## config.mk

```make
export PLATFORM = sky130hd
export DESIGN_NAME = keypad_scan_decoder
export DESIGN_NICKNAME = d
export VERILOG_FILES = /design/src/rtl/keypad_scan_decoder.sv
export SDC_FILE = /design/constraint.sdc
export NUM_CORES = 1
export LEC_CHECK = 0
export CAP_MARGIN = 20
export CORE_ASPECT_RATIO = 1.4
export CORE_UTILIZATION = 30
export CTS_CLUSTER_SIZE = 8
export DETAILED_ROUTE_END_ITERATION = 6
export GPL_ROUTABILITY_DRIVEN = 0
export HOLD_SLACK_MARGIN = 0.1
export SKIP_CTS_REPAIR_TIMING = 1
export SLEW_MARGIN = 20
export SYNTH_ARGS = -nofsm -noshare
export SYNTH_HDL_FRONTEND = slang
export SYNTH_SLANG_ARGS = --single-unit
```

## constraint.sdc

```tcl
create_clock -name clk -period 6.5 [get_ports clk]
set_input_delay 1.3 -clock clk [delete_from_list [all_inputs] [get_ports clk]]
set_output_delay 1.3 -clock clk [all_outputs]
set_load 0.005 [all_outputs]
```

## src/rtl/keypad_scan_decoder.sv

```systemverilog
// keypad_scan_decoder: scans a 4x4 active-low keypad, debounces press/release, one code strobe per press
module keypad_scan_decoder #(
   parameter int SCAN_CYCLES     = 27000,
   parameter int DEBOUNCE_CYCLES = 540000
) (
   input  logic       clk,
   input  logic       rstn,
   input  logic [3:0] col_in,
   output logic [3:0] row_out,
   output logic [3:0] KEY_Value,
   output logic       Value_en,
   output logic       key_down
);
   localparam int SW = (SCAN_CYCLES > 1) ? $clog2(SCAN_CYCLES) : 1;
   localparam int DW = (DEBOUNCE_CYCLES > 1) ? $clog2(DEBOUNCE_CYCLES) : 1;
   localparam logic [SW-1:0] SCAN_LAST = SW'(SCAN_CYCLES - 1);
   localparam logic [DW-1:0] DEB_LAST  = DW'(DEBOUNCE_CYCLES - 1);

   typedef enum logic [1:0] {SCAN, DEB_PRESS, HELD} state_t;

   state_t          r_state, w_state;
   logic [3:0]      r_sync1, r_cs;
   logic [1:0]      r_row, w_row;
   logic [1:0]      r_col, w_col;
   logic [SW-1:0]   r_scan_cnt, w_scan_cnt;
   logic [DW-1:0]   r_deb_cnt, w_deb_cnt;
   logic [DW-1:0]   r_rel_cnt, w_rel_cnt;
   logic [3:0]      r_key, w_key;
   logic            r_value_en, w_value_en;
   logic            r_key_down, w_key_down;
   logic [1:0]      w_low_col;
   logic [3:0]      w_code;

   // two-flop synchroniser for the asynchronous column inputs; idles high like the pull-ups
   always_ff @(posedge clk or negedge rstn) begin
      if (!rstn) begin
         r_sync1 <= 4'hF;
         r_cs    <= 4'hF;
      end else begin
         r_sync1 <= col_in;
         r_cs    <= r_sync1;
      end
   end

   // state and output registers
   always_ff @(posedge clk or negedge rstn) begin
      if (!rstn) begin
         r_state    <= SCAN;
         r_row      <= 2'd0;
         r_col      <= 2'd0;
         r_scan_cnt <= '0;
         r_deb_cnt  <= '0;
         r_rel_cnt  <= '0;
         r_key      <= 4'd0;
         r_value_en <= 1'b0;
         r_key_down <= 1'b0;
      end else begin
         r_state    <= w_state;
         r_row      <= w_row;
         r_col      <= w_col;
         r_scan_cnt <= w_scan_cnt;
         r_deb_cnt  <= w_deb_cnt;
         r_rel_cnt  <= w_rel_cnt;
         r_key      <= w_key;
         r_value_en <= w_value_en;
         r_key_down <= w_key_down;
      end
   end

   // lowest-index low column wins when several keys of one row are down
   always_comb begin
      w_low_col = !r_cs[0] ? 2'd0 : !r_cs[1] ? 2'd1 : !r_cs[2] ? 2'd2 : 2'd3;
   end

   // key code of the latched row/column position
   always_comb begin
      w_code = 4'd0;
      case ({r_row, r_col})
         4'h0: w_code = 4'd1;
         4'h1: w_code = 4'd2;
         4'h2: w_code = 4'd3;
         4'h3: w_code = 4'd11;
         4'h4: w_code = 4'd4;
         4'h5: w_code = 4'd5;
         4'h6: w_code = 4'd6;
         4'h7: w_code = 4'd12;
         4'h8: w_code = 4'd7;
         4'h9: w_code = 4'd8;
         4'hA: w_code = 4'd9;
         4'hB: w_code = 4'd13;
         4'hC: w_code = 4'd15;
         4'hD: w_code = 4'd0;
         4'hE: w_code = 4'd10;
         4'hF: w_code = 4'd14;
         default: w_code = 4'd0;
      endcase
   end

   // scan / press-debounce / held-until-release sequencing
   always_comb begin
      w_state    = r_state;
      w_row      = r_row;
      w_col      = r_col;
      w_scan_cnt = r_scan_cnt;
      w_deb_cnt  = r_deb_cnt;
      w_rel_cnt  = r_rel_cnt;
      w_key      = r_key;
      w_value_en = 1'b0;
      w_key_down = r_key_down;
      case (r_state)
         SCAN: begin
            if (r_scan_cnt == SCAN_LAST) begin
               w_scan_cnt = '0;
               if (r_cs == 4'hF) begin
                  w_row = r_row + 2'd1;
               end else begin
                  w_col     = w_low_col;
                  w_deb_cnt = '0;
                  w_state   = DEB_PRESS;
               end
            end else begin
               w_scan_cnt = r_scan_cnt + 1'b1;
            end
         end
         DEB_PRESS: begin
            if (r_cs[r_col]) begin
               w_scan_cnt = '0;
               w_state    = SCAN;
            end else if (r_deb_cnt == DEB_LAST) begin
               w_value_en = 1'b1;
               w_key      = w_code;
               w_key_down = 1'b1;
               w_rel_cnt  = '0;
               w_state    = HELD;
            end else begin
               w_deb_cnt = r_deb_cnt + 1'b1;
            end
         end
         HELD: begin
            if (r_cs != 4'hF) begin
               w_rel_cnt = '0;
            end else if (r_rel_cnt == DEB_LAST) begin
               w_key_down = 1'b0;
               w_row      = r_row + 2'd1;
               w_scan_cnt = '0;
               w_state    = SCAN;
            end else begin
               w_rel_cnt = r_rel_cnt + 1'b1;
            end
         end
         default: w_state = SCAN;
      endcase
   end

   assign row_out   = ~(4'b0001 << r_row);
   assign KEY_Value = r_key;
   assign Value_en  = r_value_en;
   assign key_down  = r_key_down;
endmodule
```

==> out/qor.csv, run 1 <==
stage,metric,value,unit
outcome,status,finished clean,
yosys,register area share after synthesis,42.6,%
yosys,simple-gate share of the synthesized area,23.0,%
die,Die W,105,um
yosys,top post-synthesis cells by area,"dfrtp_1 38%, o31ai_1 5.6%, dfstp_2 4.7%",
global_routing,initial antenna violation count,0,
yosys,syn nets,490,
clocking,Clock Sinks,75,
clocking,CTS buffer count,9,
clocking,CTS tree,yes,
global_routing,first-pass GRT wire length,17400,um
timing,# setup viols final,0,
layout,"most common cell after layout, fill and taps aside",dfrtp_1,
die,Starting Density,30.7,%
timing,pin slew with the least headroom to its limit,0.961,ns
global_routing,Tot GR Track Use,13.7,%
job,Max Cap Viol,0,
routing,DRT iter0 DRCs,297,
timing,Setup Total Neg Slack,0,ns
clocking,H-tree Lvls,3,
die,IO Count,16,
place,DP HPWL,7010,um
clocking,clock latency on the worst-skew pair,0.34,ns
routing,number of remaining DRC errors,0,
layout,design area,0.00505,sq mm
worst_setup_path,crit-path max cell delay,0.53,ns
yosys,compound-cell area share of the yosys netlist,23.2,%
timing,relative slew slack,35.9,%
worst_setup_path,WP data required,5.20,ns
layout,fraction of layout cells with a size suffix above 1,9.38,%
timing,crit share post-route,47.4,%
worst_setup_path,Crit Path Max Fanout,10,
yosys,xor/xnor share of the synthesized area,0.593,%
yosys,post-synth top area share,37.8,%
clocking,Worst-path clk slew,0.06,ns
yosys,main combinational cell family by area after synthesis,compound AO/OA/AOI/OAI gates,
pwr,switching power,0.216,mW
routing,Routed WL,10400,um
worst_setup_path,CP bufs+invs,3,
yosys,synth unique cells,59,
pwr,Clk pwr share,51.4,%
worst_setup_path,crit path capture type,output port,
layout,n_diodes,0,
yosys,Most used DFF post-synth,dfrtp_1,
worst_setup_path,Crit-path slowest cell,dfrtp_1,
global_routing,largest net degree at the start of global routing,76,
routing,total number of vias,3818,
timing,Final Hold Fails,0,
yosys,Post-Synth Adder-Cell Area,4.23,%
yosys,Synth Instances,469,
layout,"commonest cells after routing, fill and taps aside","67 x dfrtp_1, 39 x o21ai_0, 34 x nand2_1",
timing,final worst slack,3.42,ns
die,row cnt,52,
worst_setup_path,WP data arrival,1.78,ns
timing,fmax,325,MHz
pwr,sequential power share,47.2,%
routing,Detail Route Antenna Nets,0,
timing,RSZ-0062 raised after global routing,no,
pwr,leak pwr,1.99,nW
routing,first-pass iteration count of the detailed router,4,
yosys,post-synthesis mux area share,2.68,%
worst_setup_path,Worst setup SP type,flop,
clocking,root buffer cell,clkbuf_16,
yosys,Async SR Flop Fraction,100,%
yosys,Mean Syn Cell Area,9.45,sq um
routing,drt wl/cell,15.5,um
yosys,Yosys top cell by area,dfrtp_1,
worst_hold_path,min-delay worst type,reg2reg,
layout,final net count,496,
die,Placeable Area,0.0144,sq mm
yosys,Yosys warning count,0,
global_routing,vias in the first global route,3717,
pwr,Worst IR Drop VDD,122,uV
pwr,Int Power,0.786,mW
die,area of the die,0.0153,sq mm
pwr,Tot Pwr,1.00,mW
yosys,cell area after synthesis,0.00443,sq mm
global_routing,GRT overflow,0,
timing,"Slew Viols, Final",0,
timing,Final min period,3.08,ns
worst_setup_path,critical path class,reg2out,
timing,Layout Skew,0.00847,ns
worst_setup_path,"most used cell, CP",inv_1,
place,port bufs,15,
place,DP Worst Slack,3.48,ns
die,die height,146,um
yosys,"EDFF count, synth",0,
clocking,Max Root-Sink Buffers,2,
pwr,Comb power frac,1.4,%
worst_setup_path,"delay-heaviest family, CP",buffers and inverters,
worst_setup_path,crit path cell chain,"inv_1, ha_1, inv_1, clkdlybuf4s50_1",
pwr,switching fraction of total power,21.5,%
pwr,PwrDens,198,mW/mm^2
place,placed instance area,0.00473,sq mm
layout,Layout area overhead,14.0,%
yosys,#FFs+latches synth,75,
routing,DR vias/cell,5.71,
power groups by stage:
stage | combinational [mW] | sequential, mW | clock [mW]
5_1_grt | 0.0163 | 0.473 | 0.552
6_report | 0.0139 | 0.473 | 0.515
3_5_place_dp | 0.0147 | 0.482 | 0
4_1_cts | 0.0147 | 0.473 | 0.531
2_1_floorplan | 0.00173 | 0.481 | 0
3_3_place_gp | 0.0144 | 0.481 | 0
worst register-to-register path, cell delays in order (launching register included):
cell     delay [ns]
dfrtp_1        0.43
or4b_1         0.58
nor4_4         0.65
a21oi_2        0.41
nor2_1         0.55
mux2_2         0.25
kinds of logic after synthesis:
family | count (synthesis)
adder cells (fa/ha/maj) | 15
AO/OA/AOI/OAI | 145
multiplexers | 10
XOR/XNOR | 3
flip-flops | 75
buffers and inverters | 41
AND/OR/NAND/NOR | 180
sequential cells by signal, indices dropped and copies added (netlist names):
signal / flops
r_deb_cnt: 20
r_rel_cnt: 20
r_scan_cnt: 15
KEY_Value: 4
r_cs: 4
r_sync1: 4
r_col: 2
r_row: 2
r_state: 2
Value_en: 1
key_down: 1
layout make-up:
| type | instances | area [sq um] |
|---|---|---|
| Tap cell | 189 | 236 |
| Sequential cell | 75 | 1890 |
| Timing Repair Buffer | 16 | 155 |
| Clock inverter | 6 | 71.3 |
| Multi-Input combinational cell | 353 | 2390 |
| Clock buffer | 10 | 239 |
| Inverter | 20 | 75.1 |
| Fill cell | 1480 | 9390 |
synthesized netlist by cell type, types with 4 or more instances:
cell	n
mux2_2	5
a22o_1	4
nand3_1	23
a211o_1	4
and3_1	8
inv_1	20
mux2i_1	4
nor4b_1	4
buf_2	4
o21ai_0	39
or4_1	5
nor4_1	14
nor3_1	16
a221o_1	7
nor2_1	23
o31ai_1	33
nor3b_1	5
nand4_1	20
clkbuf_1	16
a21oi_1	16
a211oi_1	4
a31oi_1	10
nand2_1	34
dfrtp_1	67
and4_1	5
ha_1	15
dfstp_2	8
o41ai_1	6
nand2b_1	4
and2_1	7
final timing paths:
check / from / to / slack, ns / depth (start not counted)
min in group asynchronous: rstn / r_rel_cnt[12]$_DFFE_PN0P_ / 1.12 / 1
min: r_sync1[2]$_DFF_PN1_ / r_cs[2]$_DFF_PN1_ / 0.36 / 0
max reg2reg: r_scan_cnt[9]$_DFFE_PN0P_ / r_deb_cnt[0]$_DFFE_PN0P_ / 3.56 / 5
max in group asynchronous: rstn / r_scan_cnt[11]$_DFFE_PN0P_ / 4.76 / 1
min reg2reg: r_sync1[2]$_DFF_PN1_ / r_cs[2]$_DFF_PN1_ / 0.36 / 0
max: r_row[0]$_DFFE_PN0P_ / row_out[0] / 3.42 / 4
per-stage QoR:
step	utilization (%)	hold slack [ns]	cells
final	35.0	0.356	669
after global routing	35.0	0.363	669
after CTS	34.9	0.357	669
after detailed placement	32.8	0.347	653
after global placement	32.8	0.346	653
after floorplan	-	0.345	469
per-layer routing:
metal  vias up  part of all wire [%]  global-route usage (%)
met2        70                    52                    24.4
met5         -                     0                       0
li1       1846                     -                       -
met4         0                   2.2                    5.49
met1      1886                    43                    16.2
met3        16                   2.9                    2.73
Power figures use the tool's default switching activity.
==> run 2: changes to the inputs <==
==> constraint.sdc (replaced) <==
create_clock -name clk -period 2.6 [get_ports clk]
set_input_delay 0.52 -clock clk [delete_from_list [all_inputs] [get_ports clk]]
set_output_delay 0.52 -clock clk [all_outputs]
set_load 0.005 [all_outputs]
==> out/qor.csv, run 2 (synthesized netlist as in run 1, its figures left out) <==
stage,metric,value,unit
layout,"most common cell after layout, fill and taps aside",dfrtp_1,
clocking,CTS tree,yes,
routing,DRT iter0 DRCs,229,
global_routing,first-pass GRT wire length,18300,um
global_routing,vias in the first global route,3853,
timing,crit share post-route,91.2,%
layout,Top Registers,"r_deb_cnt: 20 flops, r_rel_cnt: 20 flops, r_scan_cnt: 15 flops",
die,die height,146,um
layout,Layout area overhead,16.7,%
timing,Final min period,2.37,ns
routing,first-pass iteration count of the detailed router,4,
worst_setup_path,Crit Path Max Fanout,9,
place,port bufs,15,
global_routing,Tot GR Track Use,14.7,%
die,Die W,105,um
pwr,Worst IR Drop VDD,254,uV
die,row cnt,52,
global_routing,initial antenna violation count,0,
clocking,CTS buffer count,9,
worst_setup_path,crit path capture type,flop,
clocking,clock latency on the worst-skew pair,0.34,ns
timing,WHS,0.149,ns
worst_setup_path,crit path launch,r_deb_cnt[0]$_DFFE_PN0P_,
routing,number of remaining DRC errors,0,
worst_setup_path,R2R setup slack,0.23,ns
layout,fraction of layout cells with a size suffix above 1,12.8,%
layout,final net count,516,
timing,final worst slack,0.229,ns
routing,drt wl/cell,15.4,um
global_routing,largest net degree at the start of global routing,39,
timing,fmax,422,MHz
routing,Detail Route Antenna Nets,0,
timing,RSZ-0062 raised after global routing,no,
timing,Setup Total Neg Slack,0,ns
die,Placeable Area,0.0144,sq mm
routing,DR vias/cell,5.67,
worst_setup_path,FF-to-FF End,r_rel_cnt[5]$_DFFE_PN0P_,
die,Starting Density,30.7,%
worst_setup_path,WP data required,2.86,ns
pwr,leak pwr,2.08,nW
clocking,Clock Sinks,75,
worst_setup_path,WP data arrival,2.63,ns
worst_setup_path,Worst setup SP type,flop,
layout,n_diodes,0,
die,IO Count,16,
place,placed instance area,0.00489,sq mm
layout,design area,0.00517,sq mm
die,area of the die,0.0153,sq mm
layout,Final Non-Filler Cells,689,
clocking,Worst-path clk slew,0.07,ns
timing,"Slew Viols, Final",0,
global_routing,GRT overflow,0,
timing,Layout Skew,0.0123,ns
worst_setup_path,critical path class,reg2reg,
clocking,H-tree Lvls,3,
worst_hold_path,min-delay worst type,in2async,
place,placed cell count,673,
timing,# setup viols final,0,
layout,"commonest cells after routing, fill and taps aside","67 x dfrtp_1, 39 x o21ai_0, 33 x nand2_1, 33 x o31ai_1",
worst_setup_path,R2R depth,6,
worst_setup_path,reg2reg start,r_deb_cnt[0]$_DFFE_PN0P_,
clocking,Max Root-Sink Buffers,2,
place,DP Worst Slack,0.150,ns
timing,Final Hold Fails,0,
timing,relative slew slack,53.8,%
place,DP HPWL,7380,um
pwr,PwrDens,462,mW/mm^2
clocking,root buffer cell,clkbuf_16,
timing,pin slew with the least headroom to its limit,0.693,ns
routing,total number of vias,3906,
job,Max Cap Viol,0,
outcome,status,finished clean,
routing,Routed WL,10600,um
==> run 2: changes by cell type in the layout (fill, tap and decap cells not counted), sizes merged <==
cell | before | now
buf | 2 | 22
clkinv | 1 | 3
bufinv | 1 | 0
clkbuf | 10 | 9
==> run 2: routing by layer <==
metal / global-route usage, % / vias to the layer above / part of all wire, %
met5: 0 / - / 0
met4: 5.42 / 0 / 1.2
met3: 2.60 / 12 / 2.5
met2: 26.1 / 58 / 53
met1: 17.5 / 1954 / 43
li1: - / 1882 / -
==> run 2: power by group <==
| part | internal, mW | total [mW] | leakage (nW) | switching (mW) |
|---|---|---|---|---|
| Sequential | 1.18 | 1.18 | 1.01 | 0.00411 |
| Clock | 0.651 | 1.17 | 0.132 | 0.519 |
| Combinational | 0.0119 | 0.0385 | 0.937 | 0.0266 |
| Total | 1.84 | 2.39 | 2.08 | 0.550 |
==> run 2: critical path, stage by stage (launching register included) <==
cell and delay (ns):
dfrtp_1 0.39, ha_1 0.23, and4_1 0.25, nand4_1 0.26, o32a_1 0.53, or4_1 0.54, o21ai_0 0.08
==> run 2: worst max-delay path by stage <==
| stage | slack [ns] | cells after the start | end |
|---|---|---|---|
| 2_1_floorplan | 0.38 | 6 | r_deb_cnt[16]$_DFFE_PN0P_ |
| 3_3_place_gp | 0.28 | 7 | r_deb_cnt[17]$_DFFE_PN0P_ |
| 3_5_place_dp | 0.15 | 6 | r_rel_cnt[10]$_DFFE_PN0P_ |
| 4_1_cts | 0.17 | 6 | r_rel_cnt[10]$_DFFE_PN0P_ |
| 5_1_grt | 0.06 | 6 | r_rel_cnt[8]$_DFFE_PN0P_ |
| 6_report | 0.23 | 6 | r_rel_cnt[5]$_DFFE_PN0P_ |
==> run 2: cell type report <==
type | count | area (sq um)
Inverter | 20 | 75.1
Timing Repair Buffer | 36 | 318
Fill cell | 1475 | 9270
Clock inverter | 7 | 51.3
Multi-Input combinational cell | 353 | 2380
Tap cell | 189 | 236
Clock buffer | 9 | 225
Sequential cell | 75 | 1890
==> run 2: through the flow <==
step,total power [mW],utilization (%)
floorplan,1.21,-
global placement,1.24,33.9
detailed placement,1.25,33.9
CTS,2.42,35.8
global route,2.47,35.8
finish,2.39,35.8
==> run 3: changes to the inputs <==
--- a/config.mk
+++ b/config.mk
@@ -12,6 +12,7 @@
 export DETAILED_ROUTE_END_ITERATION = 6
 export GPL_ROUTABILITY_DRIVEN = 0
 export HOLD_SLACK_MARGIN = 0.1
+export PLACE_DENSITY = 0.52
 export SKIP_CTS_REPAIR_TIMING = 1
 export SLEW_MARGIN = 20
 export SYNTH_ARGS = -nofsm -noshare
==> out/qor.csv, run 3 (synthesized netlist as in run 1, its figures left out) <==
stage,metric,value,unit
outcome,status,finished clean,
die,Die W,105,um
pwr,sequential power share,48.1,%
job,Max Cap Viol,0,
routing,drt wl/cell,16.1,um
timing,pin slew with the least headroom to its limit,0.630,ns
layout,Post-Route Utilization,36.2,%
timing,Final Hold Fails,0,
worst_setup_path,crit path cell chain,"ha_1, and4_1, nand4_1, o32a_1, or4_1, o21ai_0",
worst_setup_path,critical path class,reg2reg,
place,placed instance area,0.00493,sq mm
place,port bufs,15,
pwr,Int Power,1.86,mW
layout,n_diodes,0,
die,area of the die,0.0153,sq mm
layout,final net count,521,
clocking,CTS tree,yes,
timing,# setup viols final,0,
worst_setup_path,Crit-path slowest cell,o32a_1,
worst_setup_path,R2R setup slack,0.24,ns
layout,design area,0.00522,sq mm
pwr,Comb power frac,1.6,%
clocking,root buffer cell,clkbuf_16,
clocking,Worst-path clk slew,0.07,ns
worst_setup_path,FF-to-FF End,r_rel_cnt[19]$_DFFE_PN0P_,
clocking,clock latency on the worst-skew pair,0.35,ns
timing,crit share post-route,90.9,%
routing,Detail Route Antenna Nets,0,
place,DP HPWL,7740,um
worst_hold_path,min-delay worst type,in2async,
global_routing,vias in the first global route,3788,
global_routing,first-pass GRT wire length,18800,um
pwr,switching fraction of total power,24.2,%
worst_setup_path,"delay-heaviest family, CP",simple AND/OR/NAND/NOR gates,
global_routing,GRT overflow,0,
timing,Layout Skew,0.0117,ns
die,Placeable Area,0.0144,sq mm
place,DP Worst Slack,0.263,ns
clocking,Max Root-Sink Buffers,2,
worst_setup_path,crit path capture type,flop,
pwr,Clk pwr share,50.3,%
layout,"most common cell after layout, fill and taps aside",dfrtp_1,
worst_setup_path,R2R depth,6,
global_routing,largest net degree at the start of global routing,41,
pwr,Worst IR Drop VDD,247,uV
pwr,Tot Pwr,2.46,mW
layout,Final Non-Filler Cells,694,
pwr,PwrDens,470,mW/mm^2
global_routing,initial antenna violation count,0,
layout,fraction of layout cells with a size suffix above 1,13.5,%
layout,Layout area overhead,17.8,%
routing,DR vias/cell,5.58,
pwr,leak pwr,2.11,nW
timing,relative slew slack,58.0,%
clocking,CTS buffer count,9,
timing,Setup Total Neg Slack,0,ns
timing,"Slew Viols, Final",0,
routing,number of remaining DRC errors,0,
timing,final worst slack,0.235,ns
clocking,Clock Sinks,75,
die,Starting Density,30.7,%
die,die height,146,um
routing,total number of vias,3874,
timing,Final min period,2.36,ns
global_routing,Tot GR Track Use,15.3,%
routing,first-pass iteration count of the detailed router,5,
worst_setup_path,Worst setup SP type,flop,
worst_setup_path,WP data required,2.87,ns
routing,DRT iter0 DRCs,259,
worst_setup_path,crit-path max cell delay,0.53,ns
worst_setup_path,CP bufs+invs,0,
layout,"commonest cells after routing, fill and taps aside","67 x dfrtp_1, 39 x o21ai_0, 34 x nand2_1",
pwr,switching power,0.594,mW
place,placed cell count,678,
worst_setup_path,WP data arrival,2.63,ns
worst_setup_path,Crit Path Max Fanout,7,
routing,Routed WL,11200,um
layout,Top Registers,"r_deb_cnt: 20 flops, r_rel_cnt: 20 flops, r_scan_cnt: 15 flops",
worst_setup_path,reg2reg start,r_deb_cnt[0]$_DFFE_PN0P_,
timing,WHS,0.148,ns
timing,RSZ-0062 raised after global routing,no,
timing,fmax,423,MHz
die,IO Count,16,
clocking,H-tree Lvls,3,
die,row cnt,52,
==> run 3: cell types whose count changed in the layout (fill, tap and decap cells not counted) <==
| cell | previous run | this run |
|---|---|---|
| buf_4 | 21 | 26 |
| clkinv_2 | 2 | 0 |
| inv_8 | 0 | 2 |
| clkinvlp_4 | 2 | 1 |
| inv_6 | 2 | 3 |
| nand2_1 | 33 | 34 |
| nand2_2 | 1 | 0 |
==> run 3: worst max path at each step <==
stage          slack [ns]  depth (start not counted)                 startpoint                   endpoint
2_1_floorplan        0.38                          6  r_scan_cnt[9]$_DFFE_PN0P_  r_deb_cnt[16]$_DFFE_PN0P_
3_3_place_gp         0.34                          6   r_deb_cnt[0]$_DFFE_PN0P_  r_rel_cnt[19]$_DFFE_PN0P_
3_5_place_dp         0.26                          6   r_deb_cnt[0]$_DFFE_PN0P_   r_rel_cnt[5]$_DFFE_PN0P_
4_1_cts              0.25                          6   r_deb_cnt[0]$_DFFE_PN0P_   r_rel_cnt[5]$_DFFE_PN0P_
5_1_grt              0.03                          6   r_deb_cnt[0]$_DFFE_PN0P_   r_rel_cnt[5]$_DFFE_PN0P_
6_report             0.24                          6   r_deb_cnt[0]$_DFFE_PN0P_  r_rel_cnt[19]$_DFFE_PN0P_
==> run 3: area by class of cell <==
type,instances,area (sq um)
Tap cell,189,236
Multi-Input combinational cell,353,2380
Inverter,20,75.1
Fill cell,1475,9220
Clock buffer,9,225
Clock inverter,7,65.1
Sequential cell,75,1890
Timing Repair Buffer,41,355
==> run 3: power by group through the flow <==
stage                     clock (mW)  combinational [mW]  sequential [mW]
after floorplan                    0             0.00432             1.20
after CTS                       1.28              0.0419             1.18
after detailed placement           0              0.0419             1.20
after global routing            1.33              0.0453             1.18
final                           1.23              0.0391             1.18
after global placement             0              0.0417             1.20
==> run 3: per-layer routing <==
| metal | share of wire (%) | up-vias | track usage [%] |
|---|---|---|---|
| met3 | 2.6 | 17 | 2.24 |
| met2 | 52 | 71 | 26.4 |
| met5 | 0 | - | 0 |
| met4 | 2.3 | 0 | 8.03 |
| met1 | 43 | 1903 | 18.3 |
| li1 | - | 1883 | - |
==> run 3: worst register-to-register path, cell delays in order (launching register included) <==
cell	delay [ns]
dfrtp_1	0.39
ha_1	0.24
and4_1	0.23
nand4_1	0.29
o32a_1	0.53
or4_1	0.52
o21ai_0	0.08
